`src/rtl/fnd_apb_arbiter.sv`:
```
// fnd_apb_arbiter
//   APB master that shares the 4-digit FND display slave between two requesters.
//   It picks a winner round-robin and latches the winner's value (saturated to
//   MAX_VAL), DP mask and enable. It then issues three APB writes: data at 0x4,
//   DP at 0x8 and control at 0x0. Finally it pulses the winner's ack for one cycle.
//
// Ports
//   PCLK, PRESET              clock, asynchronous active-high reset
//   reqN/valN/dpN/enN         requester N request and payload (N = 0, 1)
//   ackN                      one-cycle completion pulse to requester N
//   PADDR/PWDATA/PWRITE/
//   PSEL/PENABLE/PREADY       APB master interface (write-only)
//   busy                      high whenever the FSM is not idle
//   grant_id                  requester currently or last served
//   err                       sticky PREADY timeout flag, cleared on next grant
//
// state  | meaning
// IDLE   | waiting for a request; arbitrates and latches payload on grant
// SETUP  | APB setup phase for write idx
// ACCESS | APB access phase, waiting for PREADY or timeout
// DONE   | ack to the granted requester, update round-robin pointer

module fnd_apb_arbiter #(
  parameter int TIMEOUT = 16,
  parameter int MAX_VAL = 9999
) (
  input  logic        PCLK,
  input  logic        PRESET,
  input  logic        req0,
  input  logic [13:0] val0,
  input  logic [3:0]  dp0,
  input  logic        en0,
  output logic        ack0,
  input  logic        req1,
  input  logic [13:0] val1,
  input  logic [3:0]  dp1,
  input  logic        en1,
  output logic        ack1,
  output logic [3:0]  PADDR,
  output logic [31:0] PWDATA,
  output logic        PWRITE,
  output logic        PSEL,
  output logic        PENABLE,
  input  logic        PREADY,
  output logic        busy,
  output logic        grant_id,
  output logic        err
);

  localparam int CW = $clog2(TIMEOUT + 1);

  typedef enum logic [1:0] {
    S_IDLE   = 2'd0,
    S_SETUP  = 2'd1,
    S_ACCESS = 2'd2,
    S_DONE   = 2'd3
  } state_t;

  state_t        r_state, w_state_nxt;
  logic [1:0]    r_idx, w_idx_nxt;
  logic [CW-1:0] r_cnt, w_cnt_nxt;
  logic [13:0]   r_val, w_val_nxt;
  logic [3:0]    r_dp, w_dp_nxt;
  logic          r_en, w_en_nxt;
  logic          r_grant, w_grant_nxt;
  logic          r_last, w_last_nxt;
  logic          r_err, w_err_nxt;
  logic          r_psel, w_psel_nxt;
  logic          r_penable, w_penable_nxt;
  logic          r_busy, w_busy_nxt;
  logic          r_ack0, w_ack0_nxt;
  logic          r_ack1, w_ack1_nxt;
  logic [3:0]    r_paddr, w_paddr_nxt;
  logic [31:0]   r_pwdata, w_pwdata_nxt;
  logic          w_gnt;
  logic [13:0]   w_req_val;

  // With both requesting, the one that was not served last wins.
  assign w_gnt     = (req0 && req1) ? ~r_last : req1;
  assign w_req_val = w_gnt ? val1 : val0;

  always_comb begin
    w_state_nxt = r_state;
    w_idx_nxt   = r_idx;
    w_cnt_nxt   = r_cnt;
    w_val_nxt   = r_val;
    w_dp_nxt    = r_dp;
    w_en_nxt    = r_en;
    w_grant_nxt = r_grant;
    w_last_nxt  = r_last;
    w_err_nxt   = r_err;

    unique case (r_state)
      S_IDLE: begin
        if (req0 || req1) begin
          w_grant_nxt = w_gnt;
          w_val_nxt   = (w_req_val > 14'(MAX_VAL)) ? 14'(MAX_VAL) : w_req_val;
          w_dp_nxt    = w_gnt ? dp1 : dp0;
          w_en_nxt    = w_gnt ? en1 : en0;
          w_err_nxt   = 1'b0;
          w_idx_nxt   = 2'd0;
          w_state_nxt = S_SETUP;
        end
      end
      S_SETUP: begin
        w_cnt_nxt   = CW'(TIMEOUT - 1);
        w_state_nxt = S_ACCESS;
      end
      S_ACCESS: begin
        if (PREADY) begin
          if (r_idx < 2'd2) begin
            w_idx_nxt   = r_idx + 2'd1;
            w_state_nxt = S_SETUP;
          end else begin
            w_state_nxt = S_DONE;
          end
        end else if (r_cnt == '0) begin
          // Slave never answered: skip any remaining writes.
          w_err_nxt   = 1'b1;
          w_state_nxt = S_DONE;
        end else begin
          w_cnt_nxt = r_cnt - CW'(1);
        end
      end
      S_DONE: begin
        w_last_nxt  = r_grant;
        w_state_nxt = S_IDLE;
      end
      default: w_state_nxt = S_IDLE;
    endcase
  end

  // Outputs are decoded from the next state so they come straight off flops.
  always_comb begin
    w_psel_nxt    = (w_state_nxt == S_SETUP) || (w_state_nxt == S_ACCESS);
    w_penable_nxt = (w_state_nxt == S_ACCESS);
    w_busy_nxt    = (w_state_nxt != S_IDLE);
    w_ack0_nxt    = (w_state_nxt == S_DONE) && !w_grant_nxt;
    w_ack1_nxt    = (w_state_nxt == S_DONE) && w_grant_nxt;
    w_paddr_nxt   = r_paddr;
    w_pwdata_nxt  = r_pwdata;
    if (w_state_nxt == S_SETUP) begin
      unique case (w_idx_nxt)
        2'd0: begin
          w_paddr_nxt  = 4'h4;
          w_pwdata_nxt = {18'b0, w_val_nxt};
        end
        2'd1: begin
          w_paddr_nxt  = 4'h8;
          w_pwdata_nxt = {28'b0, w_dp_nxt};
        end
        default: begin
          // Enable goes last so data and DP are in place before the display turns on.
          w_paddr_nxt  = 4'h0;
          w_pwdata_nxt = {31'b0, w_en_nxt};
        end
      endcase
    end
  end

  always_ff @(posedge PCLK or posedge PRESET) begin
    if (PRESET) begin
      r_state   <= S_IDLE;
      r_idx     <= 2'd0;
      r_cnt     <= '0;
      r_val     <= 14'd0;
      r_dp      <= 4'd0;
      r_en      <= 1'b0;
      r_grant   <= 1'b0;
      r_last    <= 1'b1;
      r_err     <= 1'b0;
      r_psel    <= 1'b0;
      r_penable <= 1'b0;
      r_busy    <= 1'b0;
      r_ack0    <= 1'b0;
      r_ack1    <= 1'b0;
      r_paddr   <= 4'd0;
      r_pwdata  <= 32'd0;
    end else begin
      r_state   <= w_state_nxt;
      r_idx     <= w_idx_nxt;
      r_cnt     <= w_cnt_nxt;
      r_val     <= w_val_nxt;
      r_dp      <= w_dp_nxt;
      r_en      <= w_en_nxt;
      r_grant   <= w_grant_nxt;
      r_last    <= w_last_nxt;
      r_err     <= w_err_nxt;
      r_psel    <= w_psel_nxt;
      r_penable <= w_penable_nxt;
      r_busy    <= w_busy_nxt;
      r_ack0    <= w_ack0_nxt;
      r_ack1    <= w_ack1_nxt;
      r_paddr   <= w_paddr_nxt;
      r_pwdata  <= w_pwdata_nxt;
    end
  end

  assign PSEL     = r_psel;
  assign PENABLE  = r_penable;
  assign PWRITE   = r_psel;
  assign PADDR    = r_paddr;
  assign PWDATA   = r_pwdata;
  assign ack0     = r_ack0;
  assign ack1     = r_ack1;
  assign busy     = r_busy;
  assign grant_id = r_grant;
  assign err      = r_err;

endmodule

```
`config.mk`:
```
export PLATFORM = sky130hd
export DESIGN_NAME = fnd_apb_arbiter
export DESIGN_NICKNAME = d
export VERILOG_FILES = /design/src/rtl/fnd_apb_arbiter.sv
export SDC_FILE = /design/constraint.sdc
export NUM_CORES = 1
export LEC_CHECK = 0
export CAP_MARGIN = 0
export CORE_MARGIN = 2
export CORE_UTILIZATION = 45
export CTS_CLUSTER_DIAMETER = 100
export CTS_CLUSTER_SIZE = 30
export DETAILED_ROUTE_END_ITERATION = 8
export PLACE_DENSITY = 0.86
export SYNTH_ARGS = -nofsm -noshare
export SYNTH_HDL_FRONTEND = slang
export SYNTH_SLANG_ARGS = --single-unit
```
`constraint.sdc`:
```
create_clock -name PCLK -period 3.5 [get_ports PCLK]
set_input_delay 0.875 -clock PCLK [delete_from_list [all_inputs] [get_ports PCLK]]
set_output_delay 0.875 -clock PCLK [all_outputs]
set_load 0.005 [all_outputs]
```
==> results_dict.tcl, run 1 <==
set metrics [dict create \
    n_antenna_cell 0 \
    gr-total-overflow 0 \
    min_path_cells 1 \
    critPathLaunchType "flip-flop" \
    finalSetupTns_ns 0 \
    slew_headroom_pct 47.32 \
    r2r_cells 9 \
    max_freq_ghz 0.3414 \
    crit_chain "inv_1, ha_1, nor4b_1, nor2_1, o21ai_0, ha_1, inv_1, a2111oi_0, a221o_1" \
    ctsHoldBuffers 0 \
    ios 87 \
    netlist_area_sq_um 2713 \
    cp.arrival_ns 3.18 \
    grt_setup_unrepaired "no" \
    run_status "finished clean" \
    slowest_delay_ns 0.56 \
    end_kind "flip-flop" \
    vdd_drop_max_v 0.0002763 \
    synth_edf_count 0 \
    root_buffer "clkbuf_8" \
    ys_seq_area_share_pct 48.02 \
    path_delay_family "compound AO/OA/AOI/OAI gates" \
    ys_seq_elements 52 \
    drive_gt1_share_pct 10.61 \
    routed-via-count 2130 \
    fin_util_pct 59.29 \
    power_frac_comb_pct 47.4 \
    path_clk_slew_ns 0.09 \
    async_flop_share_pct 100.0 \
    slew_violations 0 \
    cts_made_buffers 5 \
    die_x_microns 81.64 \
    leakagePower_nw 1.518 \
    skew_ns 0.009054 \
    cts_resized 0 \
    antenna_found_initial 0 \
    htreeDepth 2 \
    nNetsFinal 378 \
    yosys_warnings 0 \
    setup_viol 0 \
    place_ws_ns 0.4008 \
    rows 28 \
    synth_cells 261 \
    post-route-drc-count 0 \
    intPower_w 0.001619 \
    powerDensity_nw_per_um2 731.8 \
    grt_first_pass_wirelength_microns 9570 \
    start_util_pct 46.09 \
    worst_ep_required_time_ns 3.75 \
    cts_sinks 52 \
    maxCapViolCount 0 \
    cts_setup_buffers 0 \
    drtPass1Iterations 4 \
    n_fill_cell 472 \
    holdCritPathClass "flip-flop to flip-flop" \
    drt-total-wl_microns 6026 \
    cp_max_fo 11 \
    ant_nets 0 \
    critical_path_depth 9 \
    drtIter0Drc 187 \
    fp.dieH_microns 81.64 \
    finalCritPeriodShare_pct 83.69 \
    worstMarginPinSlew_ns 0.7902 \
    p_switching_w 0.0009347 \
    grt_pass1_vias 2062 \
    grt_start_max_net_pins 39 \
    post_drt_wl_per_cell_microns 14.88 \
    synthDistinctLibCells 47 \
    io_buffers 66 \
    cts_buffer_depth 2 \
    hpwl_microns 4587 \
    clk_latency_ns 0.31 \
    area_delta_synth_final_pct 28.64 \
    routabilityCongestion 0.8921 \
    setup_ws_ns 0.5708 \
    path_buf_inv 2 \
    hold_violations 0 \
    synthFlopType "dfrtp_1" \
    die_area_sq_um 6665 \
    swShare_pct 36.60 \
    slowest_stage "nor4b_1" \
    crit_type "flip-flop to flip-flop" \
    clkPwrFrac_pct 13.6 \
    grt.total_usage_pct 19.04 \
    syn_area_per_cell_sq_um 10.39 \
    period_minus_slack_ns 2.929 \
    coreArea_sq_um 5886 \
    pwr-share-seq_pct 38.9 \
    cts_tree "yes" \
    whs_ns 0.5005 \
    via_per_inst 5.259 \
]
## power by group through the flow
stage	Sequential, W	Clock, W	Combinational [W]
after floorplan	0.000959	0	0.000771
after global placement	0.000996	0	0.00116
after detailed placement	0.00100	0	0.00121
after CTS	0.000994	0.000351	0.00122
after global routing	0.00102	0.000375	0.00135
final	0.000994	0.000348	0.00121
## sequential cells by signal, summed over array words and instances, names as in the netlist
register / count
r_state: 2
PADDR: 2
r_dp: 4
ack0: 1
PENABLE: 1
r_val: 14
r_last: 1
r_en: 1
ack1: 1
busy: 1
grant_id: 1
r_cnt: 5
err: 1
PWDATA: 14
PSEL: 1
r_idx: 2
## area by class of cell
class                           instances  area [sq um]  share of cell area (%)
Clock inverter                          1         7.507                  0.2151
Sequential cell                        52          1303                   37.33
Inverter                               11         41.29                   1.183
Multi-Input combinational cell        185          1237                   35.46
Tap cell                               75         93.84                   2.689
Clock buffer                            7         86.33                   2.474
Timing Repair Buffer                   74         720.7                   20.65
## cells by family after synthesis
kind of cell	share of synthesized area, %
AOI/OAI and AO/OA	21.63
other	0.1382
adders and majority gates	2.767
buffers and inverters	8.994
DFF	48.02
muxes	4.520
and+or+nand+nor	13.93
## Yosys cell counts, types with 2 or more instances
library cell,count,area share (%)
o31ai_1,3,0.83
o21ai_1,5,0.92
nor2_1,25,3.5
or4_4,2,0.83
a31oi_4,3,2.4
a21oi_1,5,0.92
buf_4,22,6.1
nand2_1,31,4.3
a31o_2,5,1.6
mux2i_1,10,3.7
nand2b_1,2,0.46
mux2_2,2,0.83
and3_1,3,0.69
inv_1,11,1.5
nand3_1,2,0.37
a2111oi_4,2,2.0
nor2b_1,6,1.4
o22a_1,2,0.65
a31oi_1,6,1.4
a221o_1,3,1.1
o21ai_0,6,1.1
dfrtp_1,51,47
a2111oi_0,3,0.97
clkbuf_1,9,1.2
o21a_1,4,1.1
and2_1,2,0.46
o22ai_1,2,0.46
ha_1,6,2.8
nor3b_1,2,0.55
a22o_1,9,2.9
## through the flow
stage | area (sq um) | cells | power, W
2_1_floorplan | 2784 | 280 | 0.001730
3_3_place_gp | 3396 | 397 | 0.002153
3_5_place_dp | 3396 | 397 | 0.002214
4_1_cts | 3490 | 405 | 0.002563
5_1_grt | 3490 | 405 | 0.002747
6_report | 3490 | 405 | 0.002554
## worst paths after layout
path / start / endpoint / slack, ns
min in group asynchronous: PRESET / ack0$_DFF_PP0_ / 0.83
max reg2reg: r_cnt[0]$_DFFE_PP0P_ / PWDATA[1]$_DFFE_PP0N_ / 0.57
min reg2reg: PADDR[2]$_DFFE_PP0N_ / PADDR[2]$_DFFE_PP0N_ / 0.50
min: PADDR[2]$_DFFE_PP0N_ / PADDR[2]$_DFFE_PP0N_ / 0.50
max: r_cnt[0]$_DFFE_PP0P_ / PWDATA[1]$_DFFE_PP0N_ / 0.57
max in group asynchronous: PRESET / r_last$_DFFE_PP1N_ / 1.87
## per-layer routing
| layer | track usage [%] | vias up | wire length [microns] |
|---|---|---|---|
| met3 | 4.286 | 5 | 352 |
| li1 | - | 1014 | - |
| met1 | 25.18 | 1043 | 2650 |
| met2 | 31.39 | 68 | 2946 |
| met5 | 0 | - | 0 |
| met4 | 5.833 | 0 | 77 |
## layout by cell type, fill, tap and decap left out, types with 2 or more instances in the layout
cell | netlist | layout
a221o_1 | 3 | 3
conb_1 | 1 | 20
inv_1 | 11 | 10
dfrtp_1 | 51 | 51
o21ai_1 | 5 | 5
nor2b_1 | 6 | 6
a31o_2 | 5 | 5
o22ai_1 | 2 | 2
o21a_1 | 4 | 4
a31oi_1 | 6 | 6
nor2_1 | 25 | 25
and3_1 | 3 | 3
mux2_2 | 2 | 2
a22o_1 | 9 | 9
nand3_1 | 2 | 2
clkbuf_8 | 0 | 6
ha_1 | 6 | 6
clkdlybuf4s50_1 | 0 | 66
a2111oi_4 | 2 | 2
mux2i_1 | 10 | 10
and2_1 | 2 | 2
nand2_1 | 31 | 31
nand2b_1 | 2 | 2
a2111oi_0 | 3 | 3
o22a_1 | 2 | 2
a21oi_1 | 5 | 5
buf_4 | 22 | 8
o21ai_0 | 6 | 6
o31ai_1 | 3 | 3
or4_4 | 2 | 2
nor3b_1 | 2 | 2
a31oi_4 | 3 | 3
Note: power is estimated with default switching activity, not from simulation.
==> run 2: changes to the inputs <==
--- a/config.mk
+++ b/config.mk
@@ -7,11 +7,11 @@
 export LEC_CHECK = 0
 export CAP_MARGIN = 0
 export CORE_MARGIN = 2
-export CORE_UTILIZATION = 45
+export CORE_UTILIZATION = 42
 export CTS_CLUSTER_DIAMETER = 100
 export CTS_CLUSTER_SIZE = 30
 export DETAILED_ROUTE_END_ITERATION = 8
-export PLACE_DENSITY = 0.86
+export PLACE_DENSITY = 0.85
 export SYNTH_ARGS = -nofsm -noshare
 export SYNTH_HDL_FRONTEND = slang
 export SYNTH_SLANG_ARGS = --single-unit
==> constraint.sdc (replaced) <==
create_clock -name PCLK -period 2.51 [get_ports PCLK]
set_input_delay 0.6275 -clock PCLK [delete_from_list [all_inputs] [get_ports PCLK]]
set_output_delay 0.6275 -clock PCLK [all_outputs]
set_load 0.005 [all_outputs]
==> results_dict.tcl, run 2 (synthesis gave the netlist of run 1 again) <==
set metrics [dict create \
    run_status "finished clean" \
    n_antenna_cell 0 \
    finalCritPeriodShare_pct 98.60 \
    end_kind "flip-flop" \
    root_buffer "clkbuf_8" \
    wl_met3_microns 321 \
    vdd_drop_max_v 0.0005441 \
    io_buffers 66 \
    crit_chain "clkdlybuf4s50_1, or4_4, a2111oi_4, o31a_4, a31oi_4, a221o_1" \
    ios 87 \
    via_per_inst 5.271 \
    p_total_w 0.003888 \
    wl_met2_microns 3321 \
    rrSetupSlack_ns 0.22 \
    die_area_sq_um 7117 \
    worstSetupEndpoint "PWDATA[3]$_DFFE_PP0N_" \
    drtIter0Drc 160 \
    pwr-share-seq_pct 35.7 \
    maxCapViolCount 0 \
    holdCritPathClass "flip-flop to flip-flop" \
    powerDensity_nw_per_um2 1060 \
    critPathLaunch "val1[7]" \
    intPower_w 0.002527 \
    slew_headroom_pct 51.41 \
    hpwl_microns 4820 \
    cp.arrival_ns 2.67 \
    drtPass1Iterations 4 \
    rows 29 \
    r2r_start "r_cnt[0]$_DFFE_PP0P_" \
    setup_viol 0 \
    area_delta_synth_final_pct 35.19 \
    grt_start_max_net_pins 53 \
    power_frac_comb_pct 46.9 \
    clk_latency_ns 0.31 \
    grt_setup_unrepaired "yes" \
    cts_sinks 52 \
    worst_ep_required_time_ns 2.71 \
    swShare_pct 34.99 \
    path_clk_slew_ns 0.09 \
    ctsHoldBuffers 0 \
    r2r_cells 9 \
    period_minus_slack_ns 2.475 \
    cts_made_buffers 5 \
    nNetsFinal 391 \
    slew_violations 0 \
    crit_type "input port to flip-flop" \
    clkPwrFrac_pct 17.4 \
    slowest_delay_ns 0.56 \
    grt_first_pass_wirelength_microns 10590 \
    die_x_microns 84.37 \
    final_common_cell "clkdlybuf4s50_1" \
    slowest_stage "or4_4" \
    skew_ns 0.007200 \
    fp.dieH_microns 84.37 \
    cts_setup_buffers 0 \
    hold_violations 0 \
    cp_max_fo 6 \
    p_switching_w 0.001361 \
    top_layer_used "met4" \
    max_freq_ghz 0.4041 \
    critPathLaunchType "input port" \
    fin_util_pct 58.09 \
    routed-via-count 2214 \
    routabilityCongestion 0.8050 \
    final_cell_mix "clkdlybuf4s50_1, dfrtp_1, nand2_1" \
    coreArea_sq_um 6314 \
    drt-total-wl_microns 6376 \
    rr_endpoint "PWDATA[0]$_DFFE_PP0N_" \
    gr-total-overflow 0 \
    post_drt_wl_per_cell_microns 15.18 \
    leakagePower_nw 1.632 \
    ant_nets 0 \
    drive_gt1_share_pct 14.87 \
    cts_buffer_depth 2 \
    cts_tree "yes" \
    grt.total_usage_pct 18.38 \
    drt-met1-wl_microns 2605 \
    antenna_found_initial 0 \
    start_util_pct 42.96 \
    htreeDepth 2 \
    post-route-drc-count 0 \
    worstMarginPinSlew_ns 0.7194 \
    grt_pass1_vias 2210 \
]
[run 2: changes by cell type in the layout (fill, tap and decap cells not counted), sizes merged]
| cell | change |
|---|---|
| clkinvlp | -1 |
| dlymetal6s2s | +3 |
| clkdlybuf4s50 | -3 |
| clkbuf | -1 |
| bufinv | +2 |
| buf | +13 |
[run 2: power by group through the flow]
stage | clock, W | combinational [W] | sequential [W]
floorplan | 0 | 0.00108 | 0.00134
global placement | 0 | 0.00173 | 0.00138
detailed placement | 0 | 0.00180 | 0.00140
CTS | 0.000678 | 0.00182 | 0.00138
global route | 0.000720 | 0.00200 | 0.00143
finish | 0.000677 | 0.00182 | 0.00139
[run 2: through the flow]
step | setup TNS, ns | instances | cell area, sq um | setup WS, ns | hold slack [ns]
2_1_floorplan | -0.05280 | 280 | 2791 | -0.05280 | 0.4463
6_report | 0 | 420 | 3667 | 0.03520 | 0.5016
4_1_cts | 0 | 420 | 3652 | 0.004740 | 0.4985
3_5_place_dp | -3.247 | 412 | 3515 | -0.3093 | 0.4765
3_3_place_gp | -2.323 | 412 | 3515 | -0.2356 | 0.4665
5_1_grt | -0.007565 | 420 | 3667 | -0.007565 | 0.5218
[run 2: layout make-up]
class / instances / area [sq um]
flip-flops and latches: 52 / 1303
multi-input cells: 185 / 1256
repair buffers: 87 / 838.3
clock buffers: 6 / 72.57
inverters: 11 / 41.29
clock inverters: 2 / 60.06
fillers: 545 / 2646
well taps: 77 / 96.34
[run 2: per-layer routing]
| layer | GRT usage, % | vias up |
|---|---|---|
| met2 | 32.61 | 86 |
| met4 | 5.483 | 0 |
| met5 | 0 | - |
| met3 | 3.441 | 16 |
| met1 | 22.83 | 1074 |
| li1 | - | 1038 |
[run 2: worst min path at each step]
stage / start / end / cells past startpoint
6_report: r_dp[0]$_DFF_PP0_ / r_dp[0]$_DFF_PP0_ / 2
5_1_grt: r_dp[0]$_DFF_PP0_ / r_dp[0]$_DFF_PP0_ / 2
4_1_cts: r_dp[0]$_DFF_PP0_ / r_dp[0]$_DFF_PP0_ / 2
3_5_place_dp: r_dp[0]$_DFF_PP0_ / r_dp[0]$_DFF_PP0_ / 2
3_3_place_gp: r_dp[0]$_DFF_PP0_ / r_dp[0]$_DFF_PP0_ / 2
2_1_floorplan: r_val[12]$_DFF_PP0_ / r_val[12]$_DFF_PP0_ / 2
[run 2: critical path: cells and delay by family]
family,cells,cell delay [ns]
compound gates,4,1.06
simple gates,1,0.56
buf+inv,1,0.42
[run 2: timing repair]
| action | CTS | global route |
|---|---|---|
| pin swaps | 0 | 5 |
| hold endpoints to repair | 0 | 0 |
| resized for setup | 1 | 7 |
| setup endpoints to repair | 1 | 4 |
==> run 3: changes to the inputs <==
--- a/config.mk
+++ b/config.mk
@@ -11,6 +11,7 @@
 export CTS_CLUSTER_DIAMETER = 100
 export CTS_CLUSTER_SIZE = 30
 export DETAILED_ROUTE_END_ITERATION = 8
+export GPL_ROUTABILITY_DRIVEN = 0
 export PLACE_DENSITY = 0.85
 export SYNTH_ARGS = -nofsm -noshare
 export SYNTH_HDL_FRONTEND = slang
==> results of run 3 <==
No change in the layout: final DEF, timing and power equal those of run 2.
